**src/rtl/cpld_link_peer_if.sv**
```systemverilog
// Signal bundle between the right-hand game CPLD and its surroundings:
// the 5-bit neighbour link in both directions, the two player buttons
// and the LED-matrix / status outputs.
interface cpld_link_peer_if;
    logic [4:0] link_in;
    logic [4:0] link_out;
    logic       rightbutton;
    logic       leftbutton;
    logic [2:0] pos_c;
    logic [2:0] sel;
    logic       active;
    logic       miss;
    logic [2:0] rally;

    // Environment side: drives the link word and the buttons.
    modport master (
        output link_in, rightbutton, leftbutton,
        input  link_out, pos_c, sel, active, miss, rally
    );

    // Peer CPLD side.
    modport slave (
        input  link_in, rightbutton, leftbutton,
        output link_out, pos_c, sel, active, miss, rally
    );
endinterface

```
**src/rtl/cpld_link_peer.sv**
```systemverilog
// Right-hand peer of the two-CPLD ball game. Receives the ball over the
// toggle-framed neighbour link, walks it across its own columns, handles
// the right-edge hit, hands the ball back leftward and drives the local
// LED scan select.
module cpld_link_peer #(
    parameter int NCOL     = 8,
    parameter int STEP_DIV = 8,
    parameter int SCAN_DIV = 4
) (
    input  logic             clk,
    input  logic             resetbutton,
    cpld_link_peer_if.slave  bus
);
    localparam int SW = (STEP_DIV > 1) ? $clog2(STEP_DIV) : 1;
    localparam int PW = (SCAN_DIV > 1) ? $clog2(SCAN_DIV) : 1;
    localparam logic [2:0]    LAST_COL  = 3'(NCOL - 1);
    localparam logic [SW-1:0] STEP_LAST = SW'(STEP_DIV - 1);
    localparam logic [PW-1:0] SCAN_LAST = PW'(SCAN_DIV - 1);

    typedef enum logic {IDLE, OWN} state_t;

    // Synchronisers and edge-detect history.
    logic [4:0] link_s1, ls, ls_d;
    logic       rx_tgl;
    logic       rb_s1, rb_s2, rb_d;
    logic       lb_s1, lb_s2, lb_d;

    // Game state and its next-state values.
    state_t      state, state_n;
    logic [2:0]  col, col_n;
    logic        dir_right, dir_right_n;
    logic [2:0]  rally_q, rally_n;
    logic [SW-1:0] step_cnt, step_cnt_n;
    logic        hit, hit_n;
    logic [4:0]  link_q, link_n;
    logic        miss_n;

    // Registered outputs.
    logic        active_q, miss_q;
    logic [2:0]  pos_q;
    logic [PW-1:0] scan_cnt;
    logic [2:0]  sel_q;

    logic accept, rb_edge, lb_edge, step;

    // A word is taken only once it has been stable for two samples and
    // carries a toggle different from the last one consumed.
    assign accept  = (ls[4] != rx_tgl) && (ls == ls_d);
    assign rb_edge = rb_s2 & ~rb_d;
    assign lb_edge = lb_s2 & ~lb_d;
    assign step    = (state == OWN) && (step_cnt == STEP_LAST);

    // Synchronise the link word and buttons into the clock domain.
    // NOTE: sequential state uses non-blocking assignments so every flop
    // samples pre-edge values, which is what makes the sync chains work.
    always_ff @(posedge clk or negedge resetbutton) begin
        if (!resetbutton) begin
            link_s1 <= '0;
            ls      <= '0;
            ls_d    <= '0;
            rx_tgl  <= 1'b0;
            rb_s1   <= 1'b0;
            rb_s2   <= 1'b0;
            rb_d    <= 1'b0;
            lb_s1   <= 1'b0;
            lb_s2   <= 1'b0;
            lb_d    <= 1'b0;
        end else begin
            link_s1 <= bus.link_in;
            ls      <= link_s1;
            ls_d    <= ls;
            if (accept) rx_tgl <= ls[4];
            rb_s1   <= bus.rightbutton;
            rb_s2   <= rb_s1;
            rb_d    <= rb_s2;
            lb_s1   <= bus.leftbutton;
            lb_s2   <= lb_s1;
            lb_d    <= lb_s2;
        end
    end

    // Next-state logic: ball entry, stepping, hit window, miss and handoff.
    // NOTE: every signal gets a default before the case so no path leaves
    // one unassigned, which would otherwise infer a latch.
    always_comb begin
        state_n     = state;
        col_n       = col;
        dir_right_n = dir_right;
        rally_n     = rally_q;
        step_cnt_n  = step_cnt;
        hit_n       = hit;
        link_n      = link_q;
        miss_n      = 1'b0;
        case (state)
            IDLE: begin
                hit_n = 1'b0;
                if (accept) begin
                    state_n     = OWN;
                    col_n       = 3'd0;
                    dir_right_n = 1'b1;
                    rally_n     = ls[2:0] + 3'd1;
                    step_cnt_n  = '0;
                end else if (lb_edge) begin
                    state_n     = OWN;
                    col_n       = LAST_COL;
                    dir_right_n = 1'b0;
                    rally_n     = 3'd0;
                    step_cnt_n  = '0;
                end
            end
            OWN: begin
                // A word arriving while we hold the ball is only consumed.
                if (step) begin
                    step_cnt_n = '0;
                    hit_n      = 1'b0;
                    if (dir_right) begin
                        if (col != LAST_COL) begin
                            col_n = col + 3'd1;
                        end else if (hit) begin
                            dir_right_n = 1'b0;
                            col_n       = LAST_COL - 3'd1;
                            rally_n     = rally_q + 3'd1;
                        end else begin
                            miss_n  = 1'b1;
                            state_n = IDLE;
                        end
                    end else begin
                        if (col != 3'd0) begin
                            col_n = col - 3'd1;
                        end else begin
                            link_n  = {~link_q[4], 1'b0, rally_q};
                            state_n = IDLE;
                        end
                    end
                end else begin
                    step_cnt_n = step_cnt + 1'b1;
                    if (rb_edge && dir_right && (col == LAST_COL)) hit_n = 1'b1;
                end
            end
            default: state_n = IDLE;
        endcase
    end

    // Game state register with outputs registered from next-state values.
    always_ff @(posedge clk or negedge resetbutton) begin
        if (!resetbutton) begin
            state     <= IDLE;
            col       <= 3'd0;
            dir_right <= 1'b0;
            rally_q   <= 3'd0;
            step_cnt  <= '0;
            hit       <= 1'b0;
            link_q    <= 5'd0;
            miss_q    <= 1'b0;
            active_q  <= 1'b0;
            pos_q     <= 3'd0;
        end else begin
            state     <= state_n;
            col       <= col_n;
            dir_right <= dir_right_n;
            rally_q   <= rally_n;
            step_cnt  <= step_cnt_n;
            hit       <= hit_n;
            link_q    <= link_n;
            miss_q    <= miss_n;
            active_q  <= (state_n == OWN);
            pos_q     <= (state_n == OWN) ? col_n : 3'd0;
        end
    end

    // Free-running LED scan select: prescaler followed by a column wrap.
    always_ff @(posedge clk or negedge resetbutton) begin
        if (!resetbutton) begin
            scan_cnt <= '0;
            sel_q    <= 3'd0;
        end else if (scan_cnt == SCAN_LAST) begin
            scan_cnt <= '0;
            sel_q    <= (sel_q == LAST_COL) ? 3'd0 : sel_q + 3'd1;
        end else begin
            scan_cnt <= scan_cnt + 1'b1;
        end
    end

    assign bus.link_out = link_q;
    assign bus.pos_c    = pos_q;
    assign bus.sel      = sel_q;
    assign bus.active   = active_q;
    assign bus.miss     = miss_q;
    assign bus.rally    = rally_q;
endmodule

```
**src/flat_wrapper.sv**
```systemverilog
// flat-port wrapper written by rule: the top's interface ports become plain ports
module cpld_link_peer_flat 
#(
    parameter int NCOL     = 8,
    parameter int STEP_DIV = 8,
    parameter int SCAN_DIV = 4
)
  (clk, resetbutton, bus_link_in, bus_rightbutton, bus_leftbutton, bus_link_out, bus_pos_c, bus_sel, bus_active, bus_miss, bus_rally);
  cpld_link_peer_if bus_i ();
  input  logic clk;
  input  logic resetbutton;
  input wire logic [$bits(bus_i.link_in)-1:0] bus_link_in;
  input wire logic [$bits(bus_i.rightbutton)-1:0] bus_rightbutton;
  input wire logic [$bits(bus_i.leftbutton)-1:0] bus_leftbutton;
  output wire logic [$bits(bus_i.link_out)-1:0] bus_link_out;
  output wire logic [$bits(bus_i.pos_c)-1:0] bus_pos_c;
  output wire logic [$bits(bus_i.sel)-1:0] bus_sel;
  output wire logic [$bits(bus_i.active)-1:0] bus_active;
  output wire logic [$bits(bus_i.miss)-1:0] bus_miss;
  output wire logic [$bits(bus_i.rally)-1:0] bus_rally;
  assign bus_i.link_in = bus_link_in;
  assign bus_i.rightbutton = bus_rightbutton;
  assign bus_i.leftbutton = bus_leftbutton;
  assign bus_link_out = bus_i.link_out;
  assign bus_pos_c = bus_i.pos_c;
  assign bus_sel = bus_i.sel;
  assign bus_active = bus_i.active;
  assign bus_miss = bus_i.miss;
  assign bus_rally = bus_i.rally;
  cpld_link_peer #(.NCOL(NCOL), .STEP_DIV(STEP_DIV), .SCAN_DIV(SCAN_DIV)) u_core (.clk(clk), .resetbutton(resetbutton), .bus(bus_i));
endmodule
```
**config.mk**
```make
export PLATFORM = sky130hd
export DESIGN_NAME = cpld_link_peer_flat
export DESIGN_NICKNAME = d
export VERILOG_FILES = /design/src/rtl/cpld_link_peer_if.sv /design/src/rtl/cpld_link_peer.sv /design/src/flat_wrapper.sv
export SDC_FILE = /design/constraint.sdc
export NUM_CORES = 1
export LEC_CHECK = 0
export CAP_MARGIN = 15
export CORE_MARGIN = 2
export CORE_UTILIZATION = 44
export CTS_CLUSTER_DIAMETER = 150
export DETAILED_ROUTE_END_ITERATION = 16
export HOLD_SLACK_MARGIN = 0.1
export PLACE_DENSITY = 0.66
export SLEW_MARGIN = 20
export SYNTH_ARGS = -nofsm -noshare
export SYNTH_HDL_FRONTEND = slang
export SYNTH_SLANG_ARGS = --single-unit
```
**constraint.sdc**
```tcl
create_clock -name clk -period 3.1 [get_ports clk]
set_input_delay 0.62 -clock clk [delete_from_list [all_inputs] [get_ports clk]]
set_output_delay 0.62 -clock clk [all_outputs]
set_load 0.02 [all_outputs]
```
Yosys cells after proc, flatten, opt, wreduce, memory -nomap -nowiden

Index checks and enable logic that the tools add are counted.

Word-level logic and storage cells: 100
Register bits: 47
Output and inout bits: 16
Input port bits: 9

Bitwise gates (word level): 8
Mux-type cells: 43
Add/subtract/negate cells: 7
Equal/unequal tests: 13
Reduce and logical (&&, ||, !) cells: 8

Operators with widths:

| operator            | number |
|---|---|
| $mux 3              | 17 |
| $mux 1              | 19 |
| $pmux 3 s2          | 3 |
| $add 3x1->3 const B | 5 |
| $eq 3x3->1 const B  | 3 |
| $ne 2x2->1 const B  | 4 |
| $ne 3x3->1 const B  | 2 |
| $not 1->1           | 6 |
| $pmux 1 s2          | 3 |
| $eq 5x5->1          | 1 |
| $reduce_and 5->1    | 1 |
| $logic_and 1x1->1   | 4 |
| $reduce_and 4->1    | 1 |
| $ne 3x1->1 const B  | 1 |
| $reduce_bool 3->1   | 1 |
| $sub 3x1->3 const B | 1 |
| $add 2x1->2 const B | 1 |
| $and 1x1->1         | 2 |
| $eq 2x2->1 const B  | 1 |
| $mux 2              | 1 |
| $reduce_and 2->1    | 1 |
| $ne 1x1->1          | 1 |

Longest topological paths before layout

Depth after elaboration: 7
Gate-level depth with buffers: 8
Depth with buffers taken out: 7

Least setup slack after synthesis

No wires, ideal clock.

Path kind: reg-to-reg
Start point: register u_core.step_cnt[0]
End point: register u_core.rally_q[1], in the netlist u_core.bus.rally[1]
Required time: 2,974 ps
Arrival time: 1,647 ps
Clock period less this slack: 1,773 ps
Path slack: 1,327 ps
Library setup time: 126 ps
Buffers on the path: 1
Cell stages (with the launch flop): 9
Cell sequence: dfrtp_1 ha_1 ha_1 buf_4 nand4_1 mux2_2 mux2i_1 nor2_1 a221o_1

Word-level cells in the longest chain between the ends: 4

Ends and longest elaborated chain:

| item                       | line                  | text |
|---|---|---|
| from (decl)                | cpld_link_peer.sv:33  | `logic [SW-1:0] step_cnt, step_cnt_n;` |
| from (signal assigned)     | cpld_link_peer.sv:162 | `step_cnt <= step_cnt_n;` |
| $eq 3x3->1                 | cpld_link_peer.sv:51  | `assign step = (state == OWN) && (step_cnt == STEP_LAST);` |
| $logic_and 1x1->1          | cpld_link_peer.sv:51  |  |
| $ne 2x2->1 (no line)       | -                     |  |
| $reduce_and 5->1 (no line) | -                     |  |
| to (signal assigned)       | cpld_link_peer.sv:161 | `rally_q <= rally_n;` |
| to (decl)                  | cpld_link_peer.sv:32  | `logic [2:0] rally_q, rally_n;` |

Every way passes these cells.
A chain may end at the register's enable or synchronous reset.

==> results.md <==
- CTS tree: yes
- Number of core rows: 24
- Die span in y: around 72 um
- Leak Pwr: 1.05 nW
- Delay-heaviest family, CP: buffers and inverters
- Final wirelength: 3.35 mm
- Placed Cells: roughly 240
- CP max FO: 15
- Count of different cell masters after synthesis: 42
- Sw Ratio: 30.4%
- Final Cycle Share: 71.9%
- Final slew viol count: 0
- IR drop worst, VDD: about 320 uV
- Sequential fraction of design power: 43.3%
- First-pass GRT wire length: 5.81 mm
- Sink Count: 47
- Final worst slack: between 0.8 and 0.9 ns
- Port Buffer Count: 23
- Layout cell share with drive strength beyond 1: 12.0%
- Int Pwr: 0.00131 W
- CP Launch Type: register
- DR pass1 iterations: 4
- Pre-CTS setup slack: 1.06 ns
- Synth Area in Adders: 7.48%
- Comb power frac: roughly 29%
- Die X: 71.6 um
- Number of gates resized after cts: 0
- Area Growth Syn to Fin: 20.0%
- Residual DRC: 0
- 1st-iter DRT viols: 161
- Clk slew on worst S/H paths: 0.08 ns
- Final HPWL DP: 2.45 mm
- Fin nets: 211
- Unrepaired setup endpoints after global routing: false
- Seq/Total Area, Yosys: between 50% and 60%
- Most frequent cells after synthesis: dfrtp_1 (47), nand2_1 (13), ha_1 (12), nor2_1 (10), o21ai_0 (9)
- Tmin final: 2.23 ns
- Clk network pwr share: 27.6%
- Mux share of post-synthesis cell area: around 4.4%
- Crit Path Category: reg2out
- Number of CTS-inserted buffers: 5
- Largest net degree at the start of global routing: 48
- Fill count: 359
- Power Density: 782 nW/um^2
- Share of the synthesized area in the top cell type: around three fifths
- Final instance area: between 2000 and 2500 sq um
- Diodes inserted: 0
- Syn Area/Cell: 12.2 sq um
- Async S/R FF share, synth: 100%
- #FFs+latches synth: 47
- Synth Area in Compound Gates: 10.5%
- Post-CTS Setup Bufs: 0
- Routed length on met3: 211 um
- WL met2: 1.64 mm
- Cell Chain, Critical Path: clkdlybuf4s50_1
- GPL Wtd Cong: 0.858
- CTS root buf: clkbuf_8
- Hold Vio Cnt, Final: 0
- Setup TNS: 0 ns
- Total power: 0.00188 W
- Critical-path top delay cell: clkdlybuf4s50_1
- Synth Flop Type: dfrtp_1
- Hold Path Class: in2async
- Xor and xnor area share after synthesis: approximately 2.6%
- Final setup vio count: 0
- Post-Syn Area: 2010 sq um
- Warnings from Yosys: 0
- Syn nets: 186
- Switch Pwr: 0.000573 W
- Post-synthesis simple-gate area fraction: 13.8%
- Status: finished clean
- Initial Util: 45.8%
- Max-cap check violation count: 0
- ANT nets after route: 0
- Core area: about 4400 sq um
- Clock skew: 0.00341 ns
- Main combinational cell family by area after synthesis: simple AND/OR/NAND/NOR gates
- Remaining global-route overflow: 0
- Drt wl/cell: 13.8 um
- Vias in the first global route: 1,299
- All-Layer GR Usage: between 10% and 20%
- Number of enable flip-flop cells after synthesis: 0
- Initial antenna violation count: 0
- Slowest Stage Delay on Critical Path: 0.69 ns
- Clock Tree Buf Depth: 2
- Mapped Cells: 165
- Max_slew headroom: 63.3%
- Ranking of synthesized cells by area: dfrtp_1 (59%), ha_1 (7.5%), mux2_2 (3.9%), xor2_1 (2.6%), nand2_1 (2.4%)
- Critical Path RT: around 2.5 ns
- I/O pin cnt: 25
- Post-DP Area: 2270 sq um
- Hold Buf Count CTS: 0
- DR top layer: met4
- Worst Max-Slew Pin Slew: 0.551 ns
- Crit path DAT: about 1.6 ns
- M1 WL: 1.42 mm
- Crit. End Element: primary output
- Via count: 1,348
- H-tree depth: 2
- Clock Latency Late Sink: 0.29 ns
- CP Buf/Inv Count: 1
- Vias per cell: 5.55
- Final std cells w/o fill: about 240
- Achievable Freq: 0.448 GHz
- Die Area: 5120 sq um
- Count leader, synth: dfrtp_1
- Synth area leader: dfrtp_1
cell type report:
| cell class | count | area, sq um | share of cell area, % |
|---|---|---|---|
| multi-input combinational | 107 | 782 | 32.5 |
| inverter | 6 | 22.5 | 0.935 |
| sequential | 47 | 1180 | 48.8 |
| timing repair buffer | 23 | 228 | 9.45 |
| tap | 52 | 65.1 | 2.70 |
| clock buffer | 5 | 68.8 | 2.86 |
| clock inverter | 3 | 67.6 | 2.80 |
kinds of logic after synthesis:
| logic type | after synthesis |
|---|---|
| buffers and inverters | 11 |
| multiplexers | 8 |
| other | 1 |
| flip-flops | 47 |
| AND/OR/NAND/NOR | 50 |
| AO/OA/AOI/OAI | 30 |
| XOR/XNOR | 6 |
| adder cells (fa/ha/maj) | 12 |
worst paths after layout:
path	from	to	slack (ns)	cells after the start
worst max-delay path	u_core.state	bus_active	0.87	1
worst min-delay path	resetbutton	u_core.bus.pos_c[2]	0.31	1
worst max register to register	u_core.col[1]	u_core.bus.rally[1]	1.07	7
worst min register to register	u_core.link_s1[0]	u_core.ls[0]	0.35	0
max in group asynchronous	resetbutton	u_core.ls[4]	2.42	1
min in group clk	u_core.link_s1[0]	u_core.ls[0]	0.35	0
layer usage:
metal  GRT usage, %  up-vias
met4           7.13        0
met3           4.64       10
met5              0        -
li1               -      624
met2           24.2       51
met1           17.5      663
placed cells by master, fill, tap and decap left out, types with 3 or more instances in the layout:
| master | n |
|---|---|
| a21oi_1 | 5 |
| a32o_1 | 3 |
| clkbuf_8 | 5 |
| clkdlybuf4s50_1 | 22 |
| dfrtp_1 | 47 |
| ha_1 | 12 |
| inv_1 | 6 |
| mux2_2 | 7 |
| nand2_1 | 13 |
| nand2b_1 | 3 |
| nand3_1 | 5 |
| nor2_1 | 10 |
| nor2b_1 | 4 |
| o21ai_0 | 9 |
| xor2_1 | 6 |
power by group through the flow:
stage | Clock [W] | Combinational, W | Sequential (W)
6_report | 0.000520 | 0.000549 | 0.000816
5_1_grt | 0.000560 | 0.000611 | 0.000831
4_1_cts | 0.000538 | 0.000552 | 0.000815
3_5_place_dp | 0 | 0.000550 | 0.000829
3_3_place_gp | 0 | 0.000531 | 0.000818
2_1_floorplan | 0 | 0.000331 | 0.000851
metrics by stage:
| stage | hold slack, ns | utilization (%) |
|---|---|---|
| floorplan | 0.324 | - |
| global placement | 0.333 | 51.8 |
| detailed placement | 0.335 | 51.8 |
| CTS | 0.355 | 54.9 |
| global route | 0.355 | 55.0 |
| finish | 0.309 | 55.0 |
registers in the layout, indices dropped and copies added (netlist names), 2 cells and up:
register,count
u_core.ls,5
u_core.bus.link_out,4
u_core.link_s1,5
u_core.step_cnt,3
u_core.bus.rally,3
u_core.col,3
u_core.scan_cnt,2
u_core.ls_d,5
u_core.bus.sel,3
u_core.bus.pos_c,3
Power figures use the tool's default switching activity.
